## config.mk

```make
export PLATFORM = sky130hd
export DESIGN_NAME = muldiv_ctrl
export DESIGN_NICKNAME = d
export VERILOG_FILES = /design/src/rtl/muldiv_ctrl.sv
export SDC_FILE = /design/constraint.sdc
export NUM_CORES = 1
export LEC_CHECK = 0
export BUFFER_PORTS_ARGS = -buffer_cell sky130_fd_sc_hd__buf_2
export CAP_MARGIN = 40
export CELL_PAD_IN_SITES_DETAIL_PLACEMENT = 0
export CELL_PAD_IN_SITES_GLOBAL_PLACEMENT = 1
export CORE_MARGIN = 5
export CORE_UTILIZATION = 43
export DETAILED_ROUTE_END_ITERATION = 12
export PLACE_DENSITY_LB_ADDON = 0.12
export SETUP_SLACK_MARGIN = 0.02
export SYNTH_ARGS = -nofsm -noshare
export SYNTH_HDL_FRONTEND = slang
export SYNTH_SLANG_ARGS = --single-unit
```

## constraint.sdc

```tcl
create_clock -name clk -period 7.4 [get_ports clk]
set_input_delay 0 -clock clk [delete_from_list [all_inputs] [get_ports clk]]
set_output_delay 0 -clock clk [all_outputs]
set_load 0.005 [all_outputs]
```

## src/rtl/muldiv_ctrl.sv

```systemverilog
// muldiv_ctrl: iterative unsigned multiply/divide unit with HI/LO result
// registers. MULTU uses shift-add, DIVU uses restoring division; both take
// exactly WIDTH cycles. MTHI/MTLO write HI/LO directly in one cycle.
module muldiv_ctrl #(
  parameter int WIDTH = 32
) (
  input  logic             clk,
  input  logic             rst_n,
  input  logic             start,
  input  logic [1:0]       op,
  input  logic [WIDTH-1:0] x,
  input  logic [WIDTH-1:0] y,
  output logic             busy,
  output logic             done,
  output logic             div_by_zero,
  output logic [WIDTH-1:0] hi,
  output logic [WIDTH-1:0] lo
);

  localparam int CW = $clog2(WIDTH) + 1;
  localparam logic [CW-1:0] LAST = CW'(WIDTH - 1);

  localparam logic [1:0] OP_MULTU = 2'b00;
  localparam logic [1:0] OP_DIVU  = 2'b01;
  localparam logic [1:0] OP_MTHI  = 2'b10;
  localparam logic [1:0] OP_MTLO  = 2'b11;

  typedef enum logic [1:0] {S_IDLE, S_MUL, S_DIV, S_DONE} state_t;

  state_t             state_q;
  logic [CW-1:0]      cnt_q;
  logic [WIDTH-1:0]   x_q, y_q;
  // Shared working register: product {upper, multiplier} for MUL,
  // {partial remainder, dividend/quotient} for DIV.
  logic [2*WIDTH-1:0] acc_q;
  logic [WIDTH-1:0]   hi_q, lo_q;
  logic               busy_q, done_q, dbz_q;

  logic [WIDTH:0]     mul_sum;
  logic [2*WIDTH-1:0] mul_d;
  logic [WIDTH:0]     div_part;
  logic [WIDTH-1:0]   div_rem;
  logic               div_ge;
  logic [2*WIDTH-1:0] div_d;

  // One datapath step for each algorithm, computed from the current working register.
  always_comb begin
    // Shift-add: conditionally add multiplicand to upper half, then shift right.
    mul_sum  = {1'b0, acc_q[2*WIDTH-1:WIDTH]} + (acc_q[0] ? {1'b0, x_q} : '0);
    mul_d    = {mul_sum, acc_q[WIDTH-1:1]};
    // Restoring divide: shift next dividend bit into the remainder and trial-subtract.
    div_part = {acc_q[2*WIDTH-1:WIDTH], acc_q[WIDTH-1]};
    div_ge   = (div_part >= {1'b0, y_q});
    // The difference is always below the divisor when taken, so it fits in WIDTH bits.
    div_rem  = div_part[WIDTH-1:0] - y_q;
    div_d    = div_ge ? {div_rem, acc_q[WIDTH-2:0], 1'b1}
                      : {acc_q[2*WIDTH-2:0], 1'b0};
  end

  // Control FSM with registered status outputs and HI/LO result registers.
  always_ff @(posedge clk) begin
    if (!rst_n) begin
      state_q <= S_IDLE;
      cnt_q   <= '0;
      x_q     <= '0;
      y_q     <= '0;
      acc_q   <= '0;
      hi_q    <= '0;
      lo_q    <= '0;
      busy_q  <= 1'b0;
      done_q  <= 1'b0;
      dbz_q   <= 1'b0;
    end else begin
      done_q <= 1'b0;
      dbz_q  <= 1'b0;
      case (state_q)
        S_IDLE, S_DONE: begin
          state_q <= S_IDLE;
          busy_q  <= 1'b0;
          if (start) begin
            x_q   <= x;
            y_q   <= y;
            cnt_q <= '0;
            case (op)
              OP_MULTU: begin
                acc_q   <= {{WIDTH{1'b0}}, y};
                state_q <= S_MUL;
                busy_q  <= 1'b1;
              end
              OP_DIVU: begin
                if (y == '0) begin
                  // Divide by zero completes immediately with a defined result.
                  hi_q    <= x;
                  lo_q    <= '1;
                  done_q  <= 1'b1;
                  dbz_q   <= 1'b1;
                  state_q <= S_DONE;
                end else begin
                  acc_q   <= {{WIDTH{1'b0}}, x};
                  state_q <= S_DIV;
                  busy_q  <= 1'b1;
                end
              end
              OP_MTHI: hi_q <= x;
              OP_MTLO: lo_q <= x;
              default: ;
            endcase
          end
        end
        S_MUL: begin
          acc_q <= mul_d;
          cnt_q <= cnt_q + 1'b1;
          if (cnt_q == LAST) begin
            hi_q    <= mul_d[2*WIDTH-1:WIDTH];
            lo_q    <= mul_d[WIDTH-1:0];
            done_q  <= 1'b1;
            busy_q  <= 1'b0;
            state_q <= S_DONE;
          end
        end
        S_DIV: begin
          acc_q <= div_d;
          cnt_q <= cnt_q + 1'b1;
          if (cnt_q == LAST) begin
            hi_q    <= div_d[2*WIDTH-1:WIDTH];
            lo_q    <= div_d[WIDTH-1:0];
            done_q  <= 1'b1;
            busy_q  <= 1'b0;
            state_q <= S_DONE;
          end
        end
        default: state_q <= S_IDLE;
      endcase
    end
  end

  assign busy        = busy_q;
  assign done        = done_q;
  assign div_by_zero = dbz_q;
  assign hi          = hi_q;
  assign lo          = lo_q;

endmodule

```

==> reports/results.tsv, run 1 <==
stage	metric	value	unit
timing	final setup vio count	0	
layout	Layout Cells excl Fill	2227	
drt	final antenna-violating net count	0	
drt	DRT iter0 DRCs	1064	
worst_setup_path	critical path endpoint category	register	
yosys	syn_area_per_cell	7.63	sq um
timing	min cycle time layout	3.52	ns
timing	fin crit share	47.6	%
hold_path	Hold Path Class	primary input to register	
layout	share of cells above drive strength 1	12.3	%
drt	wire length per cell	21.3	um
clock_network	clock buffer count from CTS	23	
placed_design	hpwl dp	34400	um
hold_path	beginning of the worst hold path	op[1]	
worst_setup_path	worst r2r path cells	12	
layout	nets	1960	
worst_setup_path	CP Class	register to register	
timing	Clock Skew	0.00737	ns
timing	setup tns final	0	ns
placed_design	PortBufs	135	
drt	vias per cell	5.87	
yosys	synthesized flop and latch total	203	
grt	Total Routing Usage GR	27.2	%
worst_setup_path	Arr. time, crit path	3.89	ns
run_status	run status	finished, final reports clean	
worst_setup_path	FF-to-FF End	acc_q[56]	
worst_setup_path	Slowest-stage cell, CP	buf_4	
worst_setup_path	Reg-to-Reg Start	y_q[20]	
yosys	Synth cell types	82	
timing	number of hold violations in the final report	0	
grt	initial antenna violation count	0	
worst_setup_path	worst path required time	7.77	ns
worst_setup_path	Worst setup SP type	register	
worst_setup_path	R2R setup slack	3.88	ns
clock_network	maximum root-to-sink buffer count	3	
clock_network	# clock sinks	203	
floorplan	Starting Density	43.5	%
yosys	share of flip-flops with an asynchronous set or reset	0	%
grt	vias in the first global route	12300	
timing	Final Max Slew Viols	0	
floorplan	Core ar.	0.0296	sq mm
yosys	Synth Warn #	0	
yosys	Syn Nets	1830	
worst_setup_path	crit-path max cell delay	0.52	ns
clock_network	clk_lat worst skew	0.51	ns
clock_network	CTS tree	yes	
timing	Peak Freq	0.284	GHz
worst_setup_path	Top delay family on crit path	compound AO/OA/AOI/OAI gates	
clock_network	post-CTS setup buffers	0	
grt	total grt overflow	0	
power	pwr dens	387	mW/mm^2
drt	Final Routed Wirelength	47500	um
placed_design	routability cong.	0.943	
layout	ANT cells	0	
timing	Worst slew margin	40.2	%
floorplan	Die Width	183	um
power	LEAKAGE	6.43	nW
worst_setup_path	CP Buf/Inv Count	2	
timing	RSZ-0062 raised after global routing	false	
hold_path	Hold Path Sink	state_q[0]	
clock_network	Reg clk slew, reported paths	0.06	ns
layout	Layout Area Growth over Synthesis	18.1	%
placed_design	dpl cells	2120	
yosys	Seq/Total Area, Yosys	31.5	%
floorplan	Rows	63	
floorplan	Die Span Y	183	um
yosys	Post-synth EDFFs	0	
power	VDD IR max	0.295	mV
clock_network	CTS H-Tree Depth	1	
grt	first-pass GRT wire length	73200	um
drt	DRC Markers	0	
flow_run	max-cap violations	0	
hold_path	hold path cells	5	
grt	largest net degree at the start of global routing	76	
worst_setup_path	crit path max fanout	43	
drt	drt first pass iters	5	
timing	worst slew pin tran	0.896	ns
floorplan	Ports	136	
yosys	Post-Syn Area	0.0129	sq mm
drt	Vias	13100	
yosys	top_reg_cell synth	dfxtp_1	
yosys	Post-Syn Instances	1692	
floorplan	full die area	0.0336	sq mm
worst_setup_path	CP Cell Sequence	inv_1, ha_1, nand2_1, o211a_1, a31oi_1, o31ai_4, o21ai_4, buf_4, mux2_4, a221oi_2, a2bb2oi_1, nor2_1	
clock_network	Root Driver	clkbuf_16	
-- worst max path at each step --
stage                   from        end  slack (ns)  cells after the start
detailed placement  acc_q[0]     hi[29]        3.89                     15
floorplan           acc_q[0]     hi[29]        4.27                     15
CTS                 acc_q[0]     hi[29]        3.88                     15
global placement    acc_q[0]     hi[29]        3.64                     14
finish               y_q[20]  acc_q[56]        3.88                     12
global route        acc_q[0]     hi[29]        3.61                     15
-- worst register-to-register path, delay by kind of cell (launching register included) --
kind / cells / cell delay (ns)
AO/OA/AOI/OAI: 6 / 1.35
adder cells (fa/ha/maj): 1 / 0.50
buffers and inverters: 2 / 0.61
flip-flops: 1 / 0.34
multiplexers: 1 / 0.38
AND/OR/NAND/NOR: 2 / 0.21
-- cell usage after synthesis (all sizes together) (3+ instances only) --
| master | count | share of area (%) |
|---|---|---|
| nor2 | 102 | 3.0 |
| clkbuf | 96 | 2.8 |
| xnor2 | 32 | 2.2 |
| nand2b | 11 | 0.53 |
| inv | 52 | 1.5 |
| o31ai | 8 | 0.61 |
| nor4 | 10 | 0.53 |
| nand4 | 17 | 0.82 |
| nand2 | 278 | 8.1 |
| o211ai | 41 | 2.4 |
| xor2 | 21 | 1.4 |
| and4 | 6 | 0.41 |
| a2111oi | 4 | 0.42 |
| or2 | 4 | 0.19 |
| o21ai | 75 | 3.0 |
| a221o | 31 | 2.4 |
| a22oi | 6 | 0.39 |
| nor3 | 15 | 0.58 |
| a31oi | 11 | 0.77 |
| a21boi | 4 | 0.23 |
| mux2i | 47 | 3.6 |
| a21oi | 298 | 12 |
| dfxtp | 203 | 31 |
| buf | 22 | 1.1 |
| o21bai | 9 | 0.52 |
| ha | 67 | 6.5 |
| o22ai | 5 | 0.24 |
| o221ai | 8 | 0.54 |
| a211oi | 17 | 1.0 |
| nor2b | 10 | 0.48 |
| or3 | 6 | 0.33 |
| nor3b | 3 | 0.17 |
| a21o | 41 | 2.4 |
| a221oi | 7 | 0.62 |
| and3 | 9 | 0.44 |
| and2 | 37 | 1.8 |
| o211a | 5 | 0.39 |
| nand3 | 35 | 1.4 |
| o21a | 10 | 0.58 |
-- flip-flops by register name, summed over array words and instances, names as in the netlist --
| register | flops |
|---|---|
| acc_q | 64 |
| busy | 1 |
| cnt_q | 6 |
| div_by_zero | 1 |
| done | 1 |
| hi | 32 |
| lo | 32 |
| state_q | 2 |
| x_q | 32 |
| y_q | 32 |
-- metal layers --
metal | vias up | GRT usage, % | share of wire [%]
met5 | - | 0 | 0
met4 | 0 | 4.35 | 1.4
met3 | 39 | 4.56 | 7.5
met2 | 449 | 39.4 | 42
met1 | 6251 | 42.6 | 49
li1 | 6325 | - | -
-- power breakdown --
group	switching (mW)	internal [mW]
registers	0.246	1.43
logic	1.94	1.16
clock network	0.463	0.655
-- logic make-up (layout without fill, tap and decap cells) --
group                    Yosys count  in the layout  synth area share, %
AO/OA/AOI/OAI                    599            599                 29.7
XOR/XNOR                          53             53                 3.60
adder cells (fa/ha/maj)           69             69                 6.81
buffers and inverters            171            316                 5.41
flip-flops                       203            203                 31.5
multiplexers                      49             49                 3.85
AND/OR/NAND/NOR                  548            548                 19.1
-- what timing repair did --
item | CTS | global route
endpoints found under the setup margin | 0 | 0
endpoints found under the hold margin | 157 | 0
hold buffers | 67 | 0
resized for setup | 0 | 0
-- per-stage QoR --
stage          hold WS (ns)  utilization [%]  worst slack (ns)  instance area [sq um]  power [mW]
2_1_floorplan         0.136                -              4.27                  12900        3.74
3_3_place_gp          0.270             46.3              3.64                  13700        4.65
3_5_place_dp          0.275             46.7              3.89                  13800        4.72
4_1_cts              0.0358             51.4              3.88                  15200        5.88
5_1_grt              0.0865             51.4              3.61                  15200        6.28
6_report             0.0595             51.4              3.88                  15200        5.89
-- placed cells by master, fill, tap and decap left out, types with 6 or more instances in the layout --
master         Yosys  layout
nor4_1             9       9
o21ai_1           19      19
a221o_1           31      31
and3_1             9       9
buf_2              6     135
xor2_1            21      21
clkbuf_16          0      23
and2_1            37      36
inv_1             51      51
o31ai_1            6       6
xnor2_1           32      32
nor3_1            15      15
a31oi_1            9       9
o221ai_1           8       8
a21o_1            40      39
o211ai_1          41      41
a21oi_1          291     290
and4_1             6       6
o21a_1            10      10
o21bai_1           9       9
nand2b_1          11      11
a21oi_2            7       8
nand4_1           17      17
dfxtp_1          203     203
mux2i_1           47      47
nor2b_1           10       9
buf_4              1      16
nor2_1           101     100
ha_1              67      65
o21ai_0           54      54
a211oi_1          16      16
dlygate4sd3_1      0      67
clkbuf_1          96       6
nand2_1          278     277
nand3_1           35      35
-- area by class of cell --
type	instances	area [sq um]
fill	3008	14400
clock buffer	34	667
inverter	53	201
sequential	203	4060
tap	390	488
timing repair buffer	223	1580
multi-input combinational	1318	8180
clock inverter	6	57.6
Power figures use the tool's default switching activity.
==> run 2: changes to the inputs <==
ABC_AREA = 1   (was not set)
CORE_UTILIZATION = 42   (was 43)
clock period = 3.6 ns   (was 7.4 ns; I/O delays follow)
==> reports/results.tsv, run 2 <==
stage	metric	value	unit	change
run_status	run status	finished, final reports clean		unchanged
worst_setup_path	worst r2r path cells	16		was 12
drt	DRT iter0 DRCs	1332		was 1064
yosys	Post-Syn Area	0.0149	sq mm	was 0.0129 sq mm
yosys	count leader, synth	nand2_1		was a21oi_1
layout	Most flops, register	acc_q		unchanged
worst_setup_path	Reg-to-Reg Start	acc_q[0]		was y_q[20]
clock_network	Hold-fix buffers, CTS	69		was 67
timing	final setup vio count	0		unchanged
yosys	synth cell count leaders	nand2_1 (734), inv_1 (333), nor2_1 (229)		was a21oi_1 (291), nand2_1 (278), dfxtp_1 (203)
placed_design	hpwl dp	45700	um	was 34400 um
layout	max reg flops	64		unchanged
grt	total grt overflow	0		unchanged
floorplan	full die area	0.0393	sq mm	was 0.0336 sq mm
drt	Top Layer Used	met4		unchanged
floorplan	Die Span Y	198	um	was 183 um
clock_network	CTS tree	yes		unchanged
drt	final antenna-violating net count	0		unchanged
clock_network	maximum root-to-sink buffer count	3		unchanged
yosys	Post-synth EDFFs	0		unchanged
worst_setup_path	crit path max fanout	11		was 43
drt	Final Routed Wirelength	59300	um	was 47500 um
worst_setup_path	CP Cell Sequence	nand2_1, inv_1, ha_1, inv_1, fa_1, o21ai_1, nand2_1, nand2_1, nand3_1, nand2_1, nand2_1, nand3_1, nand3_1, nand2_1, nand2_1, a21oi_1		was inv_1, ha_1, nand2_1, o211a_1, a31oi_1, o31ai_4, o21ai_4, buf_4, mux2_4, a221oi_2, a2bb2oi_1, nor2_1
grt	largest net degree at the start of global routing	83		was 76
timing	Worst slew margin	38.8	%	was 40.2%
worst_setup_path	R2R setup slack	0.49	ns	was 3.88 ns
drt	wire length on met2	25600	um	was 19800 um
timing	fin crit share	86.5	%	was 47.6%
clock_network	Reg clk slew, reported paths	0.06	ns	about the same
clock_network	# clock sinks	203		unchanged
worst_setup_path	critical path endpoint category	register		unchanged
yosys	synthesized flop and latch total	203		unchanged
yosys	dominant cells by area after synthesis	dfxtp_1 (27%), nand2_1 (18%), inv_1 (8.4%)		was dfxtp_1 (31%), a21oi_1 (11%), nand2_1 (8.1%)
worst_setup_path	crit-path max cell delay	0.52	ns	about the same
timing	setup tns final	0	ns	unchanged
worst_setup_path	Stages on worst setup path	16		was 12
timing	Peak Freq	0.321	GHz	was 0.284 GHz
yosys	Syn Nets	2616		was 1830
yosys	top_reg_cell synth	dfxtp_1		unchanged
yosys	Synth cell types	44		was 82
layout	ANT cells	0		unchanged
power	VDD IR max	0.519	mV	was 0.295 mV
layout	share of cells above drive strength 1	11.2	%	was 12.3%
worst_setup_path	Top delay family on crit path	simple AND/OR/NAND/NOR gates		was compound AO/OA/AOI/OAI gates
layout	nets	2768		was 1960
worst_setup_path	Worst Setup EP	hi[29]		was acc_q[56]
worst_setup_path	worst path required time	4.06	ns	was 7.77 ns
floorplan	Starting Density	42.2	%	was 43.5%
placed_design	routability cong.	0.998		was 0.943
yosys	largest area contributor in the netlist	dfxtp_1		unchanged
clock_network	post-CTS setup buffers	0		unchanged
placed_design	dpl cells	2995		was 2120
worst_setup_path	most frequent CP cell	nand2_1		
power	pwr dens	534	mW/mm^2	was 387 mW/mm^2
yosys	Seq/Total Area, Yosys	27.3	%	was 31.5%
layout	Layout Area Growth over Synthesis	17.6	%	was 18.1%
grt	first-pass GRT wire length	92100	um	was 73200 um
flow_run	max-cap violations	0		unchanged
drt	Vias	16600		was 13100
clock_network	post-CTS sizing	0		unchanged
yosys	Synth Warn #	0		unchanged
grt	initial antenna violation count	0		unchanged
layout	commonest cells after routing, fill and taps aside	nand2_1 (732), inv_1 (332), nor2_1 (229)		was a21oi_1 (290), nand2_1 (277), dfxtp_1 (203)
drt	Met1 Wirelength	27800	um	was 23500 um
worst_setup_path	Slowest-stage cell, CP	dfxtp_1		was buf_4
timing	RSZ-0062 raised after global routing	false		unchanged
drt	DRC Markers	0		unchanged
yosys	share of flip-flops with an asynchronous set or reset	0	%	unchanged
worst_setup_path	crit path launch	acc_q[0]		was y_q[20]
drt	vias per cell	5.33		was 5.87
worst_setup_path	CP Class	register to register		unchanged
grt	Total Routing Usage GR	29.6	%	was 27.2%
placed_design	PortBufs	135		unchanged
layout	most common cell after layout, fill and taps aside	nand2_1		was a21oi_1
worst_setup_path	CP Buf/Inv Count	2		unchanged
timing	min cycle time layout	3.11	ns	was 3.52 ns
clock_network	clk_lat worst skew	0.56	ns	was 0.51 ns
yosys	share of the synthesized area in the top cell type	27.3	%	was 31.5%
floorplan	Ports	136		unchanged
timing	number of hold violations in the final report	0		unchanged
timing	worst slew pin tran	0.918	ns	was 0.896 ns
drt	drt first pass iters	6		was 5
yosys	syn_area_per_cell	6.01	sq um	was 7.63 sq um
floorplan	Core ar.	0.0353	sq mm	was 0.0296 sq mm
clock_network	Root Driver	clkbuf_16		unchanged
drt	wire length per cell	19.1	um	was 21.3 um
timing	Clock Skew	0.0423	ns	was 0.00737 ns
layout	Layout Cells excl Fill	3109		was 2227
clock_network	CTS H-Tree Depth	1		unchanged
power	LEAKAGE	8.85	nW	was 6.43 nW
timing	Final Max Slew Viols	0		unchanged
worst_setup_path	FF-to-FF End	hi[29]		was acc_q[56]
clock_network	clock buffer count from CTS	25		was 23
yosys	Post-Syn Instances	2478		was 1692
hold_path	Hold Path Class	primary input to register		unchanged
grt	vias in the first global route	16300		was 12300
drt	metal3 WL	3950	um	was 3540 um
timing	WHS	0.284	ns	was 0.0595 ns
worst_setup_path	Worst setup SP type	register		unchanged
floorplan	Die Width	198	um	was 183 um
floorplan	Rows	69		was 63
worst_setup_path	Arr. time, crit path	3.57	ns	was 3.89 ns
[run 2: changes by cell type after synthesis, sizes merged, moves of 33 or more]
cell    change
o21ai      +64
inv       +286
o211ai     -41
mux2i      -47
nand4      +33
nand2     +477
nor2      +134
nand3     +141
a21o       -36
a21oi      -66
[run 2: metrics by stage]
stage	power, mW	cell area, sq um	setup slack (ns)	util [%]
detailed placement	6.63	16000	0.614	45.2
finish	9.36	17500	0.487	49.6
CTS	9.37	17500	0.571	49.6
global route	10.0	17500	0.307	49.6
floorplan	5.37	14900	1.04	-
global placement	6.57	15900	0.576	45.1
[run 2: where the power goes]
part	switching, mW	internal, mW	total [mW]	leakage [nW]
combinational	2.58	1.18	3.76	6.76
sequential	0.250	2.70	2.95	1.67
clock	1.04	1.62	2.66	0.424
[run 2: final cells by class]
| class | instances | area, sq um |
|---|---|---|
| clock inverters | 9 | 131 |
| fillers | 3760 | 17800 |
| flip-flops and latches | 203 | 4060 |
| well taps | 461 | 577 |
| multi-input cells | 1816 | 9040 |
| clock buffers | 36 | 727 |
| repair buffers | 243 | 1700 |
| inverters | 341 | 1280 |
[run 2: layer usage]
metal | vias to the layer above | GRT usage [%]
met5 | - | 0
met4 | 0 | 8.72
met3 | 118 | 4.05
met2 | 557 | 46.5
met1 | 7576 | 42.4
li1 | 8305 | -
[run 2: how the worst min path moves through the flow]
stage,start,slack [ns],cells after the start,to
final,x[16],0.28,4,x_q[16]
after floorplan,x[0],0.17,2,x_q[0]
after CTS,x[2],0.27,4,x_q[2]
after global placement,x[2],0.30,3,x_q[2]
after detailed placement,x[17],0.31,3,x_q[17]
after global routing,x[14],0.34,4,x_q[14]
[run 2: tightest hold or removal path: cells and delay by family]
kind            cells  cell delay (ns)
buf+inv             2             0.64
simple gates        1             0.08
compound gates      1             0.09
[run 2: cell families (layout without fill, tap and decap cells)]
kind of cell,Yosys count,after routing,share of synthesized area (%)
compound gates,456,456,17.0
xor+xnor,13,13,0.764
fa+ha+maj,69,69,5.89
buf+inv,459,629,12.2
flops,203,203,27.3
simple gates,1278,1278,37.0
==> run 3: changes to the inputs <==
CORE_ASPECT_RATIO = 1.4   (was not set)
RECOVER_POWER = 100   (was not set)
==> reports/results.tsv, run 3 (synthesis results as in run 2) <==
stage	metric	value	unit	change
worst_setup_path	Worst setup SP type	primary input		was register
layout	final instance area	0.0173	sq mm	was 0.0175 sq mm
layout	Most flops, register	acc_q		unchanged
worst_setup_path	crit path launch	y[27]		was acc_q[0]
floorplan	full die area	0.0394	sq mm	was 0.0393 sq mm
drt	DRT iter0 DRCs	1393		was 1332
clock_network	Reg clk slew, reported paths	0.06	ns	about the same
layout	share of cells above drive strength 1	7.96	%	was 11.2%
worst_setup_path	FF-to-FF End	acc_q[57]		was hi[29]
power	VDD IR max	0.850	mV	was 0.519 mV
placed_design	DP Area	0.0160	sq mm	about the same
layout	max reg flops	64		unchanged
layout	footprint of the multi-input gates	0.00895	sq mm	was 0.00904 sq mm
floorplan	Rows	81		was 69
power	Psw	3.90	mW	was 3.87 mW
layout	most common cell after layout, fill and taps aside	nand2_1		unchanged
clock_network	# clock sinks	203		unchanged
grt	first-pass GRT wire length	93200	um	was 92100 um
worst_setup_path	crit path max fanout	33		was 11
timing	Clock Skew	0.0215	ns	was 0.0423 ns
timing	setup tns final	0	ns	unchanged
placed_design	hpwl dp	47100	um	was 45700 um
timing	final setup vio count	0		unchanged
timing	RSZ-0062 raised after global routing	false		unchanged
worst_setup_path	Arr. time, crit path	3.78	ns	was 3.57 ns
power	internal power	5.28	mW	was 5.49 mW
worst_setup_path	Reg-to-Reg Start	acc_q[59]		was acc_q[0]
timing	Peak Freq	0.297	GHz	was 0.321 GHz
drt	vias per cell	5.34		was 5.33
floorplan	Die Width	169	um	was 198 um
drt	DRC Markers	0		unchanged
layout	commonest cells after routing, fill and taps aside	nand2_1 (734), inv_1 (333), nor2_1 (229)		was nand2_1 (732), inv_1 (332), nor2_1 (229)
worst_setup_path	worst r2r path cells	13		was 16
hold_path	beginning of the worst hold path	rst_n		was x[16]
timing	Worst slew margin	-15.9	%	was 38.8%
drt	drt first pass iters	7		was 6
drt	wire length per cell	19.8	um	was 19.1 um
clock_network	Root Driver	clkbuf_16		unchanged
timing	Final Max Slew Viols	36		was 0
hold_path	Hold Path Sink	hi[21]		was x_q[16]
clock_network	CTS H-Tree Depth	1		unchanged
hold_path	Hold Path Class	primary input to register		unchanged
clock_network	CTS tree	yes		unchanged
floorplan	Core ar.	0.0350	sq mm	was 0.0353 sq mm
layout	ANT cells	0		unchanged
layout	Fill cells	3863		was 3760
worst_setup_path	critical path endpoint category	register		unchanged
power	pwr dens	531	mW/mm^2	was 534 mW/mm^2
run_status	run status	finished, violations left		was finished, final reports clean
floorplan	Starting Density	42.6	%	was 42.2%
clock_network	maximum root-to-sink buffer count	3		unchanged
timing	number of hold violations in the final report	0		unchanged
power	LEAKAGE	8.60	nW	was 8.85 nW
floorplan	Die Span Y	233	um	was 198 um
clock_network	clk_lat worst skew	0.54	ns	was 0.56 ns
flow_run	max-cap violations	1		was 0
hold_path	hold path cells	4		unchanged
placed_design	routability cong.	0.973		was 0.998
worst_setup_path	CP Class	primary input to register		was register to register
grt	Total Routing Usage GR	30.2	%	was 29.6%
timing	worst slew pin tran	1.74	ns	was 0.918 ns
power	Clk pwr share	27.1	%	was 28.4%
timing	min cycle time layout	3.36	ns	was 3.11 ns
drt	Final Routed Wirelength	61400	um	was 59300 um
grt	largest net degree at the start of global routing	116		was 83
placed_design	PortBufs	135		unchanged
layout	Layout Area Growth over Synthesis	16.0	%	was 17.6%
worst_setup_path	worst path required time	4.02	ns	was 4.06 ns
power	Combinational Power Share	40.9	%	was 40.1%
grt	total grt overflow	0		unchanged
power	Seq pwr share	32.1	%	was 31.5%
grt	initial antenna violation count	0		unchanged
layout	Storage cell area	0.00406	sq mm	unchanged
worst_setup_path	R2R setup slack	0.30	ns	was 0.49 ns
drt	final antenna-violating net count	0		unchanged
timing	fin crit share	93.4	%	was 86.5%
floorplan	Ports	136		unchanged
drt	Vias	16600		about the same
run_status	failing checks	max-capacitance violations, max-slew violations		
power	switching share of total power	42.5	%	was 41.3%
layout	nets	2773		was 2768
grt	vias in the first global route	16300		about the same
clock_network	clock buffer count from CTS	24		was 25
run 3: repair_timing:
item | CTS | global route
setup buffers | 0 | 0
resized for setup | 0 | 0
hold buffers | 71 | 0
endpoints found under the hold margin | 151 | 0
run 3: worst max-delay path by stage:
stage | slack (ns) | end
global route | 0.11 | lo[0]
CTS | 0.41 | hi[29]
floorplan | 1.04 | acc_q[61]
detailed placement | 0.45 | hi[29]
finish | 0.24 | lo[0]
global placement | 0.42 | acc_q[61]
run 3: layer usage:
| metal | up-vias | wire length (um) | GRT usage [%] |
|---|---|---|---|
| met5 | - | 0 | 0 |
| met4 | 0 | 2240 | 10.1 |
| met3 | 115 | 3020 | 2.74 |
| met2 | 546 | 30000 | 53.5 |
| met1 | 7637 | 26100 | 38.3 |
| li1 | 8314 | - | - |
run 3: per-stage QoR:
step / hold WS, ns / setup slack [ns] / power (mW) / instances / utilization, %
after floorplan: 0.167 / 1.04 / 5.37 / 2478 / -
after global placement: 0.302 / 0.422 / 6.66 / 2991 / 45.6
after detailed placement: 0.307 / 0.449 / 6.71 / 2994 / 45.8
after CTS: 0.00341 / 0.413 / 9.28 / 3108 / 50.0
after global routing: 0.0267 / 0.110 / 9.76 / 3108 / 49.5
final: 0.0316 / 0.237 / 9.18 / 3108 / 49.5
run 3: final cells by class:
cell class	count	share of cell area, %
well taps	456	3.30
clock inverters	8	0.441
clock buffers	35	4.12
multi-input cells	1816	51.7
flip-flops and latches	203	23.5
repair buffers	249	9.48
inverters	341	7.41
run 3: power groups by stage:
stage / Sequential (mW) / Combinational [mW] / Clock, mW
2_1_floorplan: 2.94 / 2.43 / 0
3_3_place_gp: 2.97 / 3.69 / 0
3_5_place_dp: 2.98 / 3.72 / 0
4_1_cts: 2.94 / 3.82 / 2.52
5_1_grt: 2.99 / 4.15 / 2.62
6_report: 2.94 / 3.75 / 2.48
run 3: critical path: stages:
cell           delay [ns]
dlygate4sd3_1        0.55
clkbuf_1             0.13
nor4_1               0.54
nand4_1              0.26
nor2_1               0.28
inv_1                0.12
nand3_2              0.10
clkbuf_1             0.98
nand3_1              0.14
buf_4                0.32
nor2_1               0.23
a21oi_1              0.11
